File: src/rtl/debounce_pkg.sv
// Shared types and board constants for the switch debouncer and its helpers.
package debounce_pkg;

  localparam int CLK_HZ      = 100000000;
  localparam int DEBOUNCE_MS = 10;

  // Stability window in clock cycles at the board clock.
  localparam int DEFAULT_CNT_MAX = (CLK_HZ / 1000) * DEBOUNCE_MS;

  typedef enum logic [1:0] {
    STABLE_LOW  = 2'd0,
    WAIT_HIGH   = 2'd1,
    STABLE_HIGH = 2'd2,
    WAIT_LOW    = 2'd3
  } deb_state_t;

endpackage

File: src/rtl/switch_debouncer_if.sv
// Pin-side and consumer-side signals of one debounced input.
// DEBOUNCE_TOGGLE_EN adds the push-button latch output O_P_LED_TOGGLE.
interface switch_debouncer_if;

  logic I_P_A;
  logic O_P_LED_A;
  logic O_P_RISE;
  logic O_P_FALL;
  logic O_P_BUSY;
`ifdef DEBOUNCE_TOGGLE_EN
  logic O_P_LED_TOGGLE;
`endif

  // Board / consumer side: drives the raw pin, observes the conditioned outputs.
  modport master (
    output I_P_A,
`ifdef DEBOUNCE_TOGGLE_EN
    input  O_P_LED_TOGGLE,
`endif
    input  O_P_LED_A,
    input  O_P_RISE,
    input  O_P_FALL,
    input  O_P_BUSY
  );

  // Debouncer side.
  modport slave (
    input  I_P_A,
`ifdef DEBOUNCE_TOGGLE_EN
    output O_P_LED_TOGGLE,
`endif
    output O_P_LED_A,
    output O_P_RISE,
    output O_P_FALL,
    output O_P_BUSY
  );

endinterface

File: src/rtl/sync_2ff.sv
// 1-bit two-flop synchronizer with synchronous active-high reset.
module sync_2ff (
  input  logic clk,
  input  logic rst,
  input  logic d,
  output logic q
);

  logic meta;

  // NOTE: non-blocking assignments make meta and q a true two-stage chain;
  // blocking ones would collapse it into a single flop.
  always_ff @(posedge clk) begin
    if (rst) begin
      meta <= 1'b0;
      q    <= 1'b0;
    end else begin
      meta <= d;
      q    <= meta;
    end
  end

endmodule

File: src/rtl/switch_debouncer.sv
// Debounces one raw board pin into a clean level plus rise/fall strobes.
// Optional DEBOUNCE_TOGGLE_EN adds a latch output flipped by each accepted press.
module switch_debouncer
  import debounce_pkg::*;
#(
  parameter  int CNT_MAX = DEFAULT_CNT_MAX,
  localparam int CNT_W   = $clog2(CNT_MAX)
) (
  input  logic               I_P_CLK,
  input  logic               I_P_RST,
  switch_debouncer_if.slave  bus
);

  localparam logic [CNT_W-1:0] CNT_LAST = CNT_W'(CNT_MAX - 1);
  localparam logic [CNT_W-1:0] CNT_ONE  = CNT_W'(1);

  logic             s;
  deb_state_t       state;
  logic [CNT_W-1:0] cnt;
  logic             led_q;
  logic             rise_q;
  logic             fall_q;
  logic             busy_q;

  sync_2ff u_sync (
    .clk (I_P_CLK),
    .rst (I_P_RST),
    .d   (bus.I_P_A),
    .q   (s)
  );

  always_ff @(posedge I_P_CLK) begin
    if (I_P_RST) begin
      state  <= STABLE_LOW;
      cnt    <= '0;
      led_q  <= 1'b0;
      rise_q <= 1'b0;
      fall_q <= 1'b0;
      busy_q <= 1'b0;
    end else begin
      // Strobes default low so each acceptance yields exactly one cycle.
      rise_q <= 1'b0;
      fall_q <= 1'b0;
      case (state)
        STABLE_LOW: begin
          if (s) begin
            state  <= WAIT_HIGH;
            cnt    <= CNT_ONE;
            busy_q <= 1'b1;
          end else begin
            cnt <= '0;
          end
        end
        WAIT_HIGH: begin
          if (!s) begin
            state  <= STABLE_LOW;
            cnt    <= '0;
            busy_q <= 1'b0;
          end else if (cnt == CNT_LAST) begin
            state  <= STABLE_HIGH;
            cnt    <= '0;
            led_q  <= 1'b1;
            rise_q <= 1'b1;
            busy_q <= 1'b0;
          end else begin
            cnt <= cnt + CNT_ONE;
          end
        end
        STABLE_HIGH: begin
          if (!s) begin
            state  <= WAIT_LOW;
            cnt    <= CNT_ONE;
            busy_q <= 1'b1;
          end else begin
            cnt <= '0;
          end
        end
        WAIT_LOW: begin
          if (s) begin
            state  <= STABLE_HIGH;
            cnt    <= '0;
            busy_q <= 1'b0;
          end else if (cnt == CNT_LAST) begin
            state  <= STABLE_LOW;
            cnt    <= '0;
            led_q  <= 1'b0;
            fall_q <= 1'b1;
            busy_q <= 1'b0;
          end else begin
            cnt <= cnt + CNT_ONE;
          end
        end
        default: begin
          state  <= STABLE_LOW;
          cnt    <= '0;
          busy_q <= 1'b0;
        end
      endcase
    end
  end

  assign bus.O_P_LED_A = led_q;
  assign bus.O_P_RISE  = rise_q;
  assign bus.O_P_FALL  = fall_q;
  assign bus.O_P_BUSY  = busy_q;

`ifdef DEBOUNCE_TOGGLE_EN
  logic toggle_q;

  always_ff @(posedge I_P_CLK) begin
    if (I_P_RST) begin
      toggle_q <= 1'b0;
    end else if (rise_q) begin
      toggle_q <= ~toggle_q;
    end
  end

  assign bus.O_P_LED_TOGGLE = toggle_q;
`endif

endmodule

File: src/flat_wrapper.sv
// flat-port wrapper written by rule: the top's interface ports become plain ports
module switch_debouncer_flat import debounce_pkg::*;
#(
  parameter  int CNT_MAX = DEFAULT_CNT_MAX,
  localparam int CNT_W   = $clog2(CNT_MAX)
)
  (I_P_CLK, I_P_RST, bus_I_P_A, bus_O_P_LED_A, bus_O_P_RISE, bus_O_P_FALL, bus_O_P_BUSY);
  switch_debouncer_if bus_i ();
  input  logic I_P_CLK;
  input  logic I_P_RST;
  input wire logic [$bits(bus_i.I_P_A)-1:0] bus_I_P_A;
  output wire logic [$bits(bus_i.O_P_LED_A)-1:0] bus_O_P_LED_A;
  output wire logic [$bits(bus_i.O_P_RISE)-1:0] bus_O_P_RISE;
  output wire logic [$bits(bus_i.O_P_FALL)-1:0] bus_O_P_FALL;
  output wire logic [$bits(bus_i.O_P_BUSY)-1:0] bus_O_P_BUSY;
  assign bus_i.I_P_A = bus_I_P_A;
  assign bus_O_P_LED_A = bus_i.O_P_LED_A;
  assign bus_O_P_RISE = bus_i.O_P_RISE;
  assign bus_O_P_FALL = bus_i.O_P_FALL;
  assign bus_O_P_BUSY = bus_i.O_P_BUSY;
  switch_debouncer #(.CNT_MAX(CNT_MAX)) u_core (.I_P_CLK(I_P_CLK), .I_P_RST(I_P_RST), .bus(bus_i));
endmodule
File: config.mk
export PLATFORM = sky130hd
export DESIGN_NAME = switch_debouncer_flat
export DESIGN_NICKNAME = d
export VERILOG_FILES = /design/src/rtl/debounce_pkg.sv /design/src/rtl/switch_debouncer_if.sv /design/src/rtl/sync_2ff.sv /design/src/rtl/switch_debouncer.sv /design/src/flat_wrapper.sv
export SDC_FILE = /design/constraint.sdc
export NUM_CORES = 1
export LEC_CHECK = 0
export ABC_AREA = 1
export CELL_PAD_IN_SITES_DETAIL_PLACEMENT = 2
export CELL_PAD_IN_SITES_GLOBAL_PLACEMENT = 2
export CORE_MARGIN = 8
export CORE_UTILIZATION = 36
export DETAILED_ROUTE_END_ITERATION = 8
export HOLD_SLACK_MARGIN = 0.15
export PLACE_DENSITY_LB_ADDON = 0.1
export SYNTH_ARGS = -nofsm -noshare
export SYNTH_HDL_FRONTEND = slang
export SYNTH_SLANG_ARGS = --single-unit
File: constraint.sdc
create_clock -name I_P_CLK -period 2.97 [get_ports I_P_CLK]
set_clock_uncertainty 0.15 [all_clocks]
set_input_delay 0.594 -clock I_P_CLK [delete_from_list [all_inputs] [get_ports I_P_CLK]]
set_output_delay 0.594 -clock I_P_CLK [all_outputs]
set_load 0.02 [all_outputs]
Word-level counts from Yosys, hierarchy flattened
Index checks and enable logic that the tools add are counted.

Output and inout port bits: 4. Logic and storage cells: 56. Bits in registers: 28. Bits of input ports: 3.

Equality and inequality tests: 12. Muxes and demuxes: 25. Bitwise gates (word level): 3. Add/subtract/negate cells: 1. Reductions and logical operators: 7.

Operators by type and width (number): 20-bit one-hot mux with 4 select lines (1); 20-bit two-way mux (3); 20-bit by 1-bit adder with 20-bit output (second input constant) (1); 20-bit == test (second input constant) (1); 1-bit two-way mux (12); 2-bit two-way mux (6); 2-bit != test (second input constant) (4); 2-bit one-hot mux with 4 select lines (1); 3-bit by 2-bit != test with 1-bit output (second input constant) (2); 3-bit OR reduction (2); 5-bit AND reduction (1); 2-bit == test (second input constant) (2); 2-bit by 1-bit != test with 1-bit output (second input constant) (2); 1-bit one-hot mux with 4 select lines (1); 4-bit AND reduction (1); 1-bit NOT (3); 2-bit by 1-bit == test with 1-bit output (second input constant) (1); 2-bit zero test (1); 1-bit one-hot mux with 2 select lines (1); 2-bit AND reduction (1); 2-bit nonzero test (1).

Longest topological paths before layout
Gate-level depths: netlist (run 1).

Word-level depth: 4. Depth in mapped cells: 9. Gate-level depth less buffers: 9.

Hierarchy
A second synthesis (run 1) with hierarchy kept.

Cell total of the unflattened synthesis: 204. Area, all modules: 1391.3 um2.

By module, submodules not included: switch_debouncer (times used 1, cells each 198, area an instance 1336.3 um2, sequential area each 520.5 um2); sync_2ff (times used 1, cells each 6, area an instance 55.1 um2, sequential area each 40.0 um2).

Worst setup path before layout (run 1)
No wires, ideal clock.

Path type: register to register. From: reg u_core.cnt[0]. To: reg u_core.cnt[15]. Path slack: 1467 ps. Stages on the path, launching flop included: 8. Path buffers: 1. Data required time: 2706 ps. Period minus slack after synthesis: 1503 ps. Arrival: 1239 ps. Path through: dfxtp_1 -> ha_1 -> nand3_2 -> nor2_4 -> nand3_2 -> nand3_4 -> buf_8 -> nor2_1.

Longest elaborated chain between the ends: 4.

RTL lines: start: declaration (RTL line switch_debouncer.sv:19) `logic [CNT_W-1:0] cnt;`; start signal: assignment (RTL line switch_debouncer.sv:66) `cnt <= cnt + CNT_ONE;`; start signal: assignment (RTL line switch_debouncer.sv:90) `cnt <= cnt + CNT_ONE;`; 20-bit by 1-bit adder with 20-bit output / 20-bit == test (equally long branches); 20-bit two-way mux * (RTL line switch_debouncer.sv:59, switch_debouncer.sv:83); 20-bit two-way mux, on equally long branches (RTL line switch_debouncer.sv:79, switch_debouncer.sv:55); 20-bit one-hot mux with 4 select lines * (RTL line switch_debouncer.sv:44) `case (state)`.

Every way passes the cells marked *; elsewhere a longest branch is shown, timed or not. A chain may end at the register's enable or synchronous reset.

Final worst setup path (run 1)
From: reg u_core.led_q, in the netlist u_core.bus.O_P_LED_A. To: out bus_O_P_LED_A.

RTL lines: start: declaration (RTL line switch_debouncer.sv:20) `logic led_q;`; start signal: assignment (RTL line switch_debouncer.sv:36) `led_q <= 1'b0;`; start signal: assignment (RTL line switch_debouncer.sv:62) `led_q <= 1'b1;`; start signal: assignment (RTL line switch_debouncer.sv:86) `led_q <= 1'b0;`; end: declaration (RTL line flat_wrapper.sv:12) `output wire logic [$bits(bus_i.O_P_LED_A)-1:0] bus_O_P_LED_A;`.

No word-level cell between the ends.

==> results of run 1 <==
[path summary, 6_finish.rpt]
kind	cells after the start	to	start
setup / recovery	1	bus_O_P_LED_A	u_core.bus.O_P_LED_A$_SDFFE_PP0P_
hold / removal	2	u_core.u_sync.q$_SDFF_PP0_	u_core.u_sync.meta$_SDFF_PP0_
setup reg to reg	8	u_core.bus.O_P_LED_A$_SDFFE_PP0P_	u_core.cnt[0]$_SDFF_PP0_
hold reg to reg	2	u_core.u_sync.q$_SDFF_PP0_	u_core.u_sync.meta$_SDFF_PP0_
[cell usage after synthesis, drive strengths merged]
cell,n,share of area [%]
xnor2,3,1.9
nand2,36,10
nor2,52,16
nand4,4,2.3
o21ai,4,1.5
dfxtp,28,41
inv,25,6.9
xor2,9,5.8
nand3b,2,1.4
a21oi,1,0.37
buf,1,1.1
ha,1,0.92
nor3,5,3.5
nand3,10,5.4
o21bai,2,1.1
o21a,1,0.56
[logic make-up (layout without fill, tap and decap cells)]
logic type / after synthesis / after routing
flip-flops: 28 / 28
adder cells (fa/ha/maj): 1 / 1
buffers and inverters: 26 / 35
XOR/XNOR: 12 / 12
AND/OR/NAND/NOR: 109 / 109
AO/OA/AOI/OAI: 8 / 8
[sequential cells by signal, indices dropped and copies added, names as in the netlist, named ones only]
register	flops
u_core.u_sync.q	1
u_core.u_sync.meta	1
u_core.state	1
u_core.bus.O_P_RISE	1
u_core.bus.O_P_FALL	1
u_core.bus.O_P_BUSY	1
u_core.bus.O_P_LED_A	1
u_core.cnt	20
[per-layer routing]
metal / share of wire [%] / wire, um / track usage, %
met3: 1.4 / 54 / 1.86
met4: 1.9 / 71 / 5.28
met1: 41 / 1530 / 13.2
met5: 0 / 0 / 0
met2: 56 / 2080 / 26.4
[metrics by stage]
step | hold slack, ns | setup WS, ns | std cells | utilization (%) | cell area, um2
floorplan | 0.238 | 1.47 | 184 | - | 1350
CTS | 0.272 | 0.976 | 241 | 41.6 | 1510
detailed placement | 0.257 | 0.864 | 237 | 40.1 | 1460
global placement | 0.249 | 0.970 | 237 | 40.1 | 1460
finish | 0.269 | 0.985 | 241 | 41.6 | 1510
global route | 0.296 | 0.945 | 241 | 41.6 | 1510
[cell type report]
class	count	area, um2	area share (%)
clock buffer	4	55.1	3.64
sequential	28	561	37.1
multi-input combinational	130	683	45.2
inverter	25	93.8	6.20
tap	48	60.1	3.97
timing repair buffer	6	60.1	3.97
[power by group]
group | internal, W | switching (W) | total (W)
clock network | 0.000119 | 0.000123 | 0.000242
registers | 0.000378 | 0.00000238 | 0.000380
logic | 0.00000639 | 0.00000871 | 0.0000151
==> metrics.md, run 1 <==
| Metric | Value |
|---|---|
| Peak VDD IR | `204 uV` |
| # DRC | `0` |
| Cell row count | `22` |
| Area grow syn2layout | `11.8%` |
| Worst-path cell chain | `clkdlybuf4s50_1` |
| CP Capture Type | `primary output` |
| Slew HR | `80.5%` |
| Endpoints failing hold | `0` |
| # nets final | `198` |
| Routed WL | `3740 um` |
| CP required | `2.23 ns` |
| Clock Latency Late Sink | `0.28 ns` |
| CTS max path bufs | `2` |
| Status | `completed` |
| Area fraction in compound gates after synthesis | `3.52%` |
| Final setup viols | `0` |
| Power Density | `421 nW/um2` |
| First-pass GRT wire length | `6380 um` |
| Detailed placement HPWL | `2690 um` |
| Die footprint | `5970 um2` |
| Vias in the first global route | `1334` |
| RSZ-0062 raised after global routing | `no` |
| CP arrival | `1.24 ns` |
| I/O pin count | `7` |
| Antenna Nets Post-Route | `0` |
| Flop-to-flop setup slack | `1.17 ns` |
| DRT iter0 DRCs | `28` |
| Post-route clock period utilization | `66.8%` |
| Layout cells sized above 1 | `8.29%` |
| Die height | `77.3 um` |
| Startpoint types | `flip-flop` |
| Adder-cell share of the synthesized area | `0.925%` |
| Xor and xnor area share after synthesis | `7.77%` |
| Mux share of post-synthesis cell area | `0%` |
| Mapped Avg Cell Area | `7.35 um2` |
| H-tree level count | `1` |
| P_leak | `0.570 nW` |
| Post-CTS Setup Bufs | `0` |
| Most frequent cells in the layout | `nor2_1 (50), nand2_1 (35), dfxtp_1 (28)` |
| Combinational family with the most area after synthesis | `simple AND/OR/NAND/NOR gates` |
| Total CTS buffers | `3` |
| Mapped Nets | `188` |
| # resized after CTS | `0` |
| Top Family by Delay on Critical Path | `buffers and inverters` |
| Crit path buf inv count | `1` |
| Number of diodes | `0` |
| Clk Tree Root Cell | `clkbuf_8` |
| # port buffers | `6` |
| Initial antenna violation count | `0` |
| Cts hold-fix bufs | `0` |
| CP max FO | `2` |
| CTS tree | `yes` |
| Fin crit period | `1.98 ns` |
| GRT Util Overall | `13.3%` |
| Clock Sink Count | `28` |
| Pins over their slew limit | `0` |
| Largest net degree at the start of global routing | `20` |
| Synth unique cells | `25` |
| GR Overflow Total | `0` |
| Seq/Total Area, Yosys | `41.4%` |
| Worst slew pin tran | `0.292 ns` |
| Mapped Area | `1350 um2` |
| Power, Total | `0.000637 W` |
| Mapped Cells | `184` |
| Initial Util | `37.2%` |
| Routed WL per cell | `15.5 um` |
| Yosys Warn Count | `0` |
| Maxcap violations | `0` |
| HP Class | `flip-flop to flip-flop` |
| FILL cells | `447` |
| Clock transition at path regs | `0.10 ns` |
| Vias post-DR | `1168` |
| Setup_tns | `0 ns` |
| Core area | `3630 um2` |
| Synth Register Bits | `28` |
| Total iterations of the first detailed-routing run | `4` |
| Most common cell after layout, fill and taps aside | `nor2_1` |
| Slowest CP cell | `clkdlybuf4s50_1` |
| Crit path kind | `flip-flop to primary output` |
| Worst path max stage delay | `0.61 ns` |
| Fmax | `0.504 GHz` |
| Gp weighted congestion | `0.784` |
| Simple-Gate Fraction of Synth Area | `38.3%` |
| Vias per Instance | `4.85` |
| Die width | `77.3 um` |
No activity file was read; power rests on OpenSTA's default activity.
==> run 2, diff against run 1 <==
--- a/config.mk
+++ b/config.mk
@@ -9,7 +9,7 @@
 export CELL_PAD_IN_SITES_DETAIL_PLACEMENT = 2
 export CELL_PAD_IN_SITES_GLOBAL_PLACEMENT = 2
 export CORE_MARGIN = 8
-export CORE_UTILIZATION = 36
+export CORE_UTILIZATION = 34
 export DETAILED_ROUTE_END_ITERATION = 8
 export HOLD_SLACK_MARGIN = 0.15
 export PLACE_DENSITY_LB_ADDON = 0.1
==> constraint.sdc (replaced) <==
create_clock -name I_P_CLK -period 2.02 [get_ports I_P_CLK]
set_clock_uncertainty 0.15 [all_clocks]
set_input_delay 0.404 -clock I_P_CLK [delete_from_list [all_inputs] [get_ports I_P_CLK]]
set_output_delay 0.404 -clock I_P_CLK [all_outputs]
set_load 0.02 [all_outputs]
==> run 2 against run 1 <==
Net effect:
- worst hold slack got worse by 0.0061 ns
- non-clock buffer count increased by 1
- design area increased by 0.66%
- combinational power increased by 53%
- largest power group unchanged
- critical path depth unchanged
- count of clock-buffer cells in the layout unchanged
==> metrics.md, run 2 (synthesis gave the netlist of run 1 again) <==
| Metric | Value |
|---|---|
| GR Overflow Total | `0 (unchanged)` |
| Most common cell after layout, fill and taps aside | `nor2_1` |
| Clock Sink Count | `28 (unchanged)` |
| Slowest CP cell | `clkdlybuf4s50_1` |
| Fmax | `0.559 GHz` |
| Slew HR | `81.0% (+0.54 points)` |
| Routed WL per cell | `13.5 um (-13%)` |
| Met2 WL post-DR | `1740 um (-16%)` |
| Post-CTS Setup Bufs | `0 (unchanged)` |
| # DRC | `0 (unchanged)` |
| I/O pin count | `7 (unchanged)` |
| First-pass GRT wire length | `5620 um (-12%)` |
| Cell row count | `23 (+4.5%)` |
| Biggest register | `u_core.cnt` |
| Worst-path cell chain | `clkdlybuf4s50_1` |
| RR Endpoint | `u_core.cnt[16]$_SDFF_PP0_` |
| Power Density | `614 nW/um2 (+46%)` |
| Detailed placement HPWL | `2650 um (-1.4%)` |
| Flop-to-flop setup slack | `0.33 ns (-0.84 ns)` |
| CP required | `1.47 ns (-0.76 ns)` |
| Clk Tree Root Cell | `clkbuf_8` |
| RSZ-0062 raised after global routing | `no` |
| Startpoint types | `flip-flop` |
| Core area | `3910 um2 (+7.7%)` |
| CP arrival | `1.24 ns (about the same)` |
| Hold Path Depth | `2 (unchanged)` |
| Clock Latency Late Sink | `0.27 ns (about the same)` |
| Routed WL | `3300 um (-12%)` |
| # port buffers | `6 (unchanged)` |
| Routed wl met3 | `62 um (+15%)` |
| HP Class | `flip-flop to flip-flop` |
| Setup_tns | `0 ns (unchanged)` |
| Die footprint | `6250 um2 (+4.6%)` |
| Gp weighted congestion | `0.765 (-2.4%)` |
| Die height | `79.1 um (+2.3%)` |
| Fin crit period | `1.79 ns` |
| Vias post-DR | `1146 (-1.9%)` |
| Vias in the first global route | `1255 (-5.9%)` |
| Top layer reached by signal wires | `met4` |
| Total CTS buffers | `3 (unchanged)` |
| Area grow syn2layout | `12.6%` |
| H-tree level count | `1 (unchanged)` |
| Place WS | `0.290 ns (-0.574 ns)` |
| FILL cells | `463 (+3.6%)` |
| Sink of the worst hold path | `u_core.u_sync.q$_SDFF_PP0_` |
| Fin worst setup slack | `0.230 ns (-0.756 ns)` |
| Antenna Nets Post-Route | `0 (unchanged)` |
| Maxcap violations | `0 (unchanged)` |
| Worst r2r src | `u_core.cnt[0]$_SDFF_PP0_` |
| CTS max path bufs | `2 (unchanged)` |
| Peak VDD IR | `227 uV (+11%)` |
| Metal-1 WL | `1470 um (-4.3%)` |
| Most frequent cells in the layout | `nor2_1 (50), nand2_1 (35), dfxtp_1 (28)` |
| Largest net degree at the start of global routing | `20 (unchanged)` |
| Crit path kind | `flip-flop to primary output` |
| # nets final | `199 (+0.51%)` |
| Number of diodes | `0 (unchanged)` |
| Hold_sp | `u_core.u_sync.meta$_SDFF_PP0_` |
| Initial Util | `34.6% (-2.7 points)` |
| CP Capture Type | `primary output` |
| Vias per Instance | `4.70 (-3.1%)` |
| Layout cells sized above 1 | `8.76% (+0.47 points)` |
| Worst path max stage delay | `0.61 ns (about the same)` |
| Status | `completed` |
| Total iterations of the first detailed-routing run | `4 (unchanged)` |
| Pins over their slew limit | `0 (unchanged)` |
| Clock transition at path regs | `0.10 ns (about the same)` |
| Post-layout util | `38.9% (-2.7 points)` |
| GRT Util Overall | `11.1% (-2.2 points)` |
| DRT iter0 DRCs | `21 (-25%)` |
| Die width | `79.1 um (+2.3%)` |
| Endpoints failing hold | `0 (unchanged)` |
| Crit path buf inv count | `1 (unchanged)` |
| CP max FO | `2 (unchanged)` |
| Worst reg2reg path depth | `7 (-1)` |
| Cts hold-fix bufs | `0 (unchanged)` |
| Worst slew pin tran | `0.285 ns (-0.00765 ns)` |
| # resized after CTS | `0 (unchanged)` |
| Multi-input gate area | `683 um2 (unchanged)` |
| Max reg flops | `20 (unchanged)` |
| P_leak | `0.575 nW (+0.84%)` |
| Sequential Area | `561 um2 (unchanged)` |
| CTS tree | `yes` |
| Final setup viols | `0 (unchanged)` |
| Post-route clock period utilization | `88.6%` |
| Top Family by Delay on Critical Path | `buffers and inverters` |
| Initial antenna violation count | `0 (unchanged)` |
[run 2: cell types whose count changed in the layout (fill, tap and decap cells not counted)]
| cell | previous run | this run |
|---|---|---|
| buf_4 | 0 | 1 |
[run 2: layer usage]
layer,GRT usage [%],vias up
met1,11.8,552
met2,21.3,7
met4,3.33,0
li1,-,585
met5,0,-
met3,2.14,2
[run 2: cell type report]
class | instances | share of cell area (%)
flip-flops and latches | 28 | 36.8
inverters | 25 | 6.16
clock buffers | 4 | 3.62
well taps | 50 | 4.11
repair buffers | 7 | 4.44
multi-input cells | 130 | 44.9
[run 2: worst max-delay path by stage]
stage | from | endpoint | depth (start not counted)
final | u_core.bus.O_P_BUSY$_SDFFE_PP0P_ | bus_O_P_BUSY | 1
after global routing | u_core.bus.O_P_BUSY$_SDFFE_PP0P_ | bus_O_P_BUSY | 1
after floorplan | u_core.cnt[0]$_SDFF_PP0_ | u_core.cnt[15]$_SDFF_PP0_ | 7
after global placement | I_P_RST | u_core.cnt[8]$_SDFF_PP0_ | 4
after CTS | u_core.bus.O_P_BUSY$_SDFFE_PP0P_ | bus_O_P_BUSY | 1
after detailed placement | I_P_RST | u_core.cnt[8]$_SDFF_PP0_ | 4
[run 2: metrics by stage]
stage          instance area, um2  hold WS, ns  std cells  total power [W]
3_5_place_dp                 1470        0.249        240         0.000595
3_3_place_gp                 1470        0.248        240         0.000594
2_1_floorplan                1350        0.238        184         0.000582
6_report                     1520        0.263        244         0.000934
5_1_grt                      1520        0.297        244         0.000967
4_1_cts                      1520        0.266        244         0.000950
[run 2: where the power goes]
group	internal [W]	switching, W	total [W]
combinational	0.0000107	0.0000124	0.0000231
clock	0.000175	0.000178	0.000353
sequential	0.000556	0.00000307	0.000559
[run 2: worst register-to-register path, stage by stage (launching register included)]
cell,delay [ns]
dfxtp_1,0.37
ha_1,0.22
nand3_2,0.19
nor3_4,0.21
inv_1,0.09
nor2_1,0.14
xor2_1,0.16
nor2_1,0.05
==> run 3, diff against run 2 <==
--- a/config.mk
+++ b/config.mk
@@ -8,7 +8,7 @@
 export ABC_AREA = 1
 export CELL_PAD_IN_SITES_DETAIL_PLACEMENT = 2
 export CELL_PAD_IN_SITES_GLOBAL_PLACEMENT = 2
-export CORE_MARGIN = 8
+export CORE_MARGIN = 4
 export CORE_UTILIZATION = 34
 export DETAILED_ROUTE_END_ITERATION = 8
 export HOLD_SLACK_MARGIN = 0.15
==> run 3 against run 2 <==
Net effect:
- highest routed layer unchanged
- design area is 1.1% lower
- fmax grew 0.54%
- critical path type unchanged
- die area down 19%
- critical path depth stayed put
- power down 4.4%
- non-clock buffer count unchanged
- sequential share of layout area rose by 0.40 points
- sequential cell count unchanged
==> metrics.md, run 3 (synthesis gave the netlist of run 1 again) <==
| Metric | Value |
|---|---|
| Status | `completed` |
| Crit path buf inv count | `1 (unchanged)` |
| Gp weighted congestion | `0.726 (-5.2%)` |
| Worst-path cell chain | `clkdlybuf4s50_1` |
| Final Instance Count excl. Fillers | `241 (-1.2%)` |
| Setup_tns | `0 ns (unchanged)` |
| Most frequent cells in the layout | `nor2_1 (50), nand2_1 (35), dfxtp_1 (28)` |
| Post-CTS Setup Bufs | `0 (unchanged)` |
| CP Capture Type | `primary output` |
| Worst slew pin tran | `0.330 ns (+0.0452 ns)` |
| Total iterations of the first detailed-routing run | `2 (-2)` |
| Detailed placement HPWL | `2900 um (+9.3%)` |
| Initial antenna violation count | `0 (unchanged)` |
| Max reg flops | `20 (unchanged)` |
| Fmax | `0.562 GHz (+0.54%)` |
| Hold Path Depth | `2 (unchanged)` |
| GR Overflow Total | `0 (unchanged)` |
| Post-layout util | `40.2% (+1.3 points)` |
| Cell row count | `22 (-4.3%)` |
| Vias in the first global route | `1339 (+6.7%)` |
| Core area | `3740 um2 (-4.3%)` |
| Fin area | `1510 um2 (-1.1%)` |
| Clk Tree Root Cell | `clkbuf_8` |
| Place WS | `0.227 ns (-0.0629 ns)` |
| H-tree level count | `1 (unchanged)` |
| Total CTS buffers | `3 (unchanged)` |
| CP arrival | `1.23 ns (about the same)` |
| # port buffers | `6 (unchanged)` |
| Clock transition at path regs | `0.10 ns (about the same)` |
| I/O pin count | `7 (unchanged)` |
| HP Class | `flip-flop to flip-flop` |
| CP required | `1.47 ns (about the same)` |
| Clock Latency Late Sink | `0.28 ns (about the same)` |
| Placed Area | `1470 um2 (-0.17%)` |
| Peak VDD IR | `275 uV (+21%)` |
| Power Density | `593 nW/um2 (-3.3%)` |
| Initial Util | `36.1% (+1.6 points)` |
| Die height | `71.1 um (-10%)` |
| Biggest register | `u_core.cnt` |
| Maxcap violations | `0 (unchanged)` |
| Critical path depth | `1 (unchanged)` |
| Layout cells sized above 1 | `8.29% (-0.47 points)` |
| Slew HR | `77.9% (-3.1 points)` |
| CTS tree | `yes` |
| Slowest CP cell | `clkdlybuf4s50_1` |
| Routed WL | `3530 um (+7.1%)` |
| Endpoints failing hold | `0 (unchanged)` |
| Routed WL per cell | `14.7 um (+8.4%)` |
| # DRC | `0 (unchanged)` |
| RSZ-0062 raised after global routing | `no` |
| DRT iter0 DRCs | `33 (+57%)` |
| Fin worst setup slack | `0.239 ns (+0.00964 ns)` |
| GRT Util Overall | `15.6% (+4.5 points)` |
| Antenna Nets Post-Route | `0 (unchanged)` |
| Fin crit period | `1.78 ns (-0.00964 ns)` |
| CP max FO | `2 (unchanged)` |
| Number of diodes | `0 (unchanged)` |
| Area grow syn2layout | `11.4%` |
| First-pass GRT wire length | `6260 um (+11%)` |
| Pins over their slew limit | `0 (unchanged)` |
| Largest net degree at the start of global routing | `20 (unchanged)` |
| Worst path max stage delay | `0.61 ns (about the same)` |
| P_leak | `0.567 nW (-1.3%)` |
| Crit path kind | `flip-flop to primary output` |
| Die footprint | `5050 um2 (-19%)` |
| Placed cells | `238 (-0.83%)` |
| Top Family by Delay on Critical Path | `buffers and inverters` |
| Final setup viols | `0 (unchanged)` |
| Most common cell after layout, fill and taps aside | `nor2_1` |
| Cts hold-fix bufs | `0 (unchanged)` |
| Vias post-DR | `1168 (+1.9%)` |
| Die width | `71.1 um (-10%)` |
| Post-route clock period utilization | `88.2% (-0.48 points)` |
| Startpoint types | `flip-flop` |
| CTS max path bufs | `2 (unchanged)` |
| Vias per Instance | `4.85 (+3.2%)` |
| Worst reg2reg path depth | `8 (+1)` |
| # resized after CTS | `0 (unchanged)` |
| # nets final | `199 (unchanged)` |
| FILL cells | `467 (+0.86%)` |
| Clock Sink Count | `28 (unchanged)` |
-- run 3: changes by cell type in the layout (fill, tap and decap cells not counted), sizes merged --
cell / change
clkbuf: -1
-- run 3: power by group --
part | leakage (nW) | internal, W | switching, W
sequential | 0.226 | 0.000556 | 0.00000302
clock | 0.0216 | 0.000134 | 0.000178
combinational | 0.320 | 0.0000106 | 0.0000123
-- run 3: worst paths after layout --
check	startpoint	slack, ns	end
worst max-delay path	u_core.bus.O_P_BUSY$_SDFFE_PP0P_	0.24	bus_O_P_BUSY
worst min-delay path	u_core.u_sync.meta$_SDFF_PP0_	0.26	u_core.u_sync.q$_SDFF_PP0_
worst max register to register	u_core.cnt[0]$_SDFF_PP0_	0.32	u_core.cnt[12]$_SDFF_PP0_
worst min register to register	u_core.u_sync.meta$_SDFF_PP0_	0.26	u_core.u_sync.q$_SDFF_PP0_
-- run 3: layer usage --
layer	GRT usage [%]	vias up	routed length (um)
met5	0	-	0
li1	-	584	-
met2	30.6	8	1990
met3	1.85	6	44
met4	5.22	0	48
met1	17.1	570	1450
-- run 3: layout make-up --
cell class | count | area (um2) | share of cell area [%]
Tap cell | 48 | 60.1 | 3.99
Timing Repair Buffer | 7 | 67.6 | 4.49
Inverter | 25 | 93.8 | 6.23
Sequential cell | 28 | 561 | 37.2
Multi-Input combinational cell | 130 | 683 | 45.3
Clock buffer | 3 | 41.3 | 2.74
-- run 3: metrics by stage --
stage	power, W	hold WS, ns
after floorplan	0.000582	0.238
after global placement	0.000594	0.244
after detailed placement	0.000595	0.255
after CTS	0.000901	0.269
after global routing	0.000936	0.317
final	0.000894	0.265
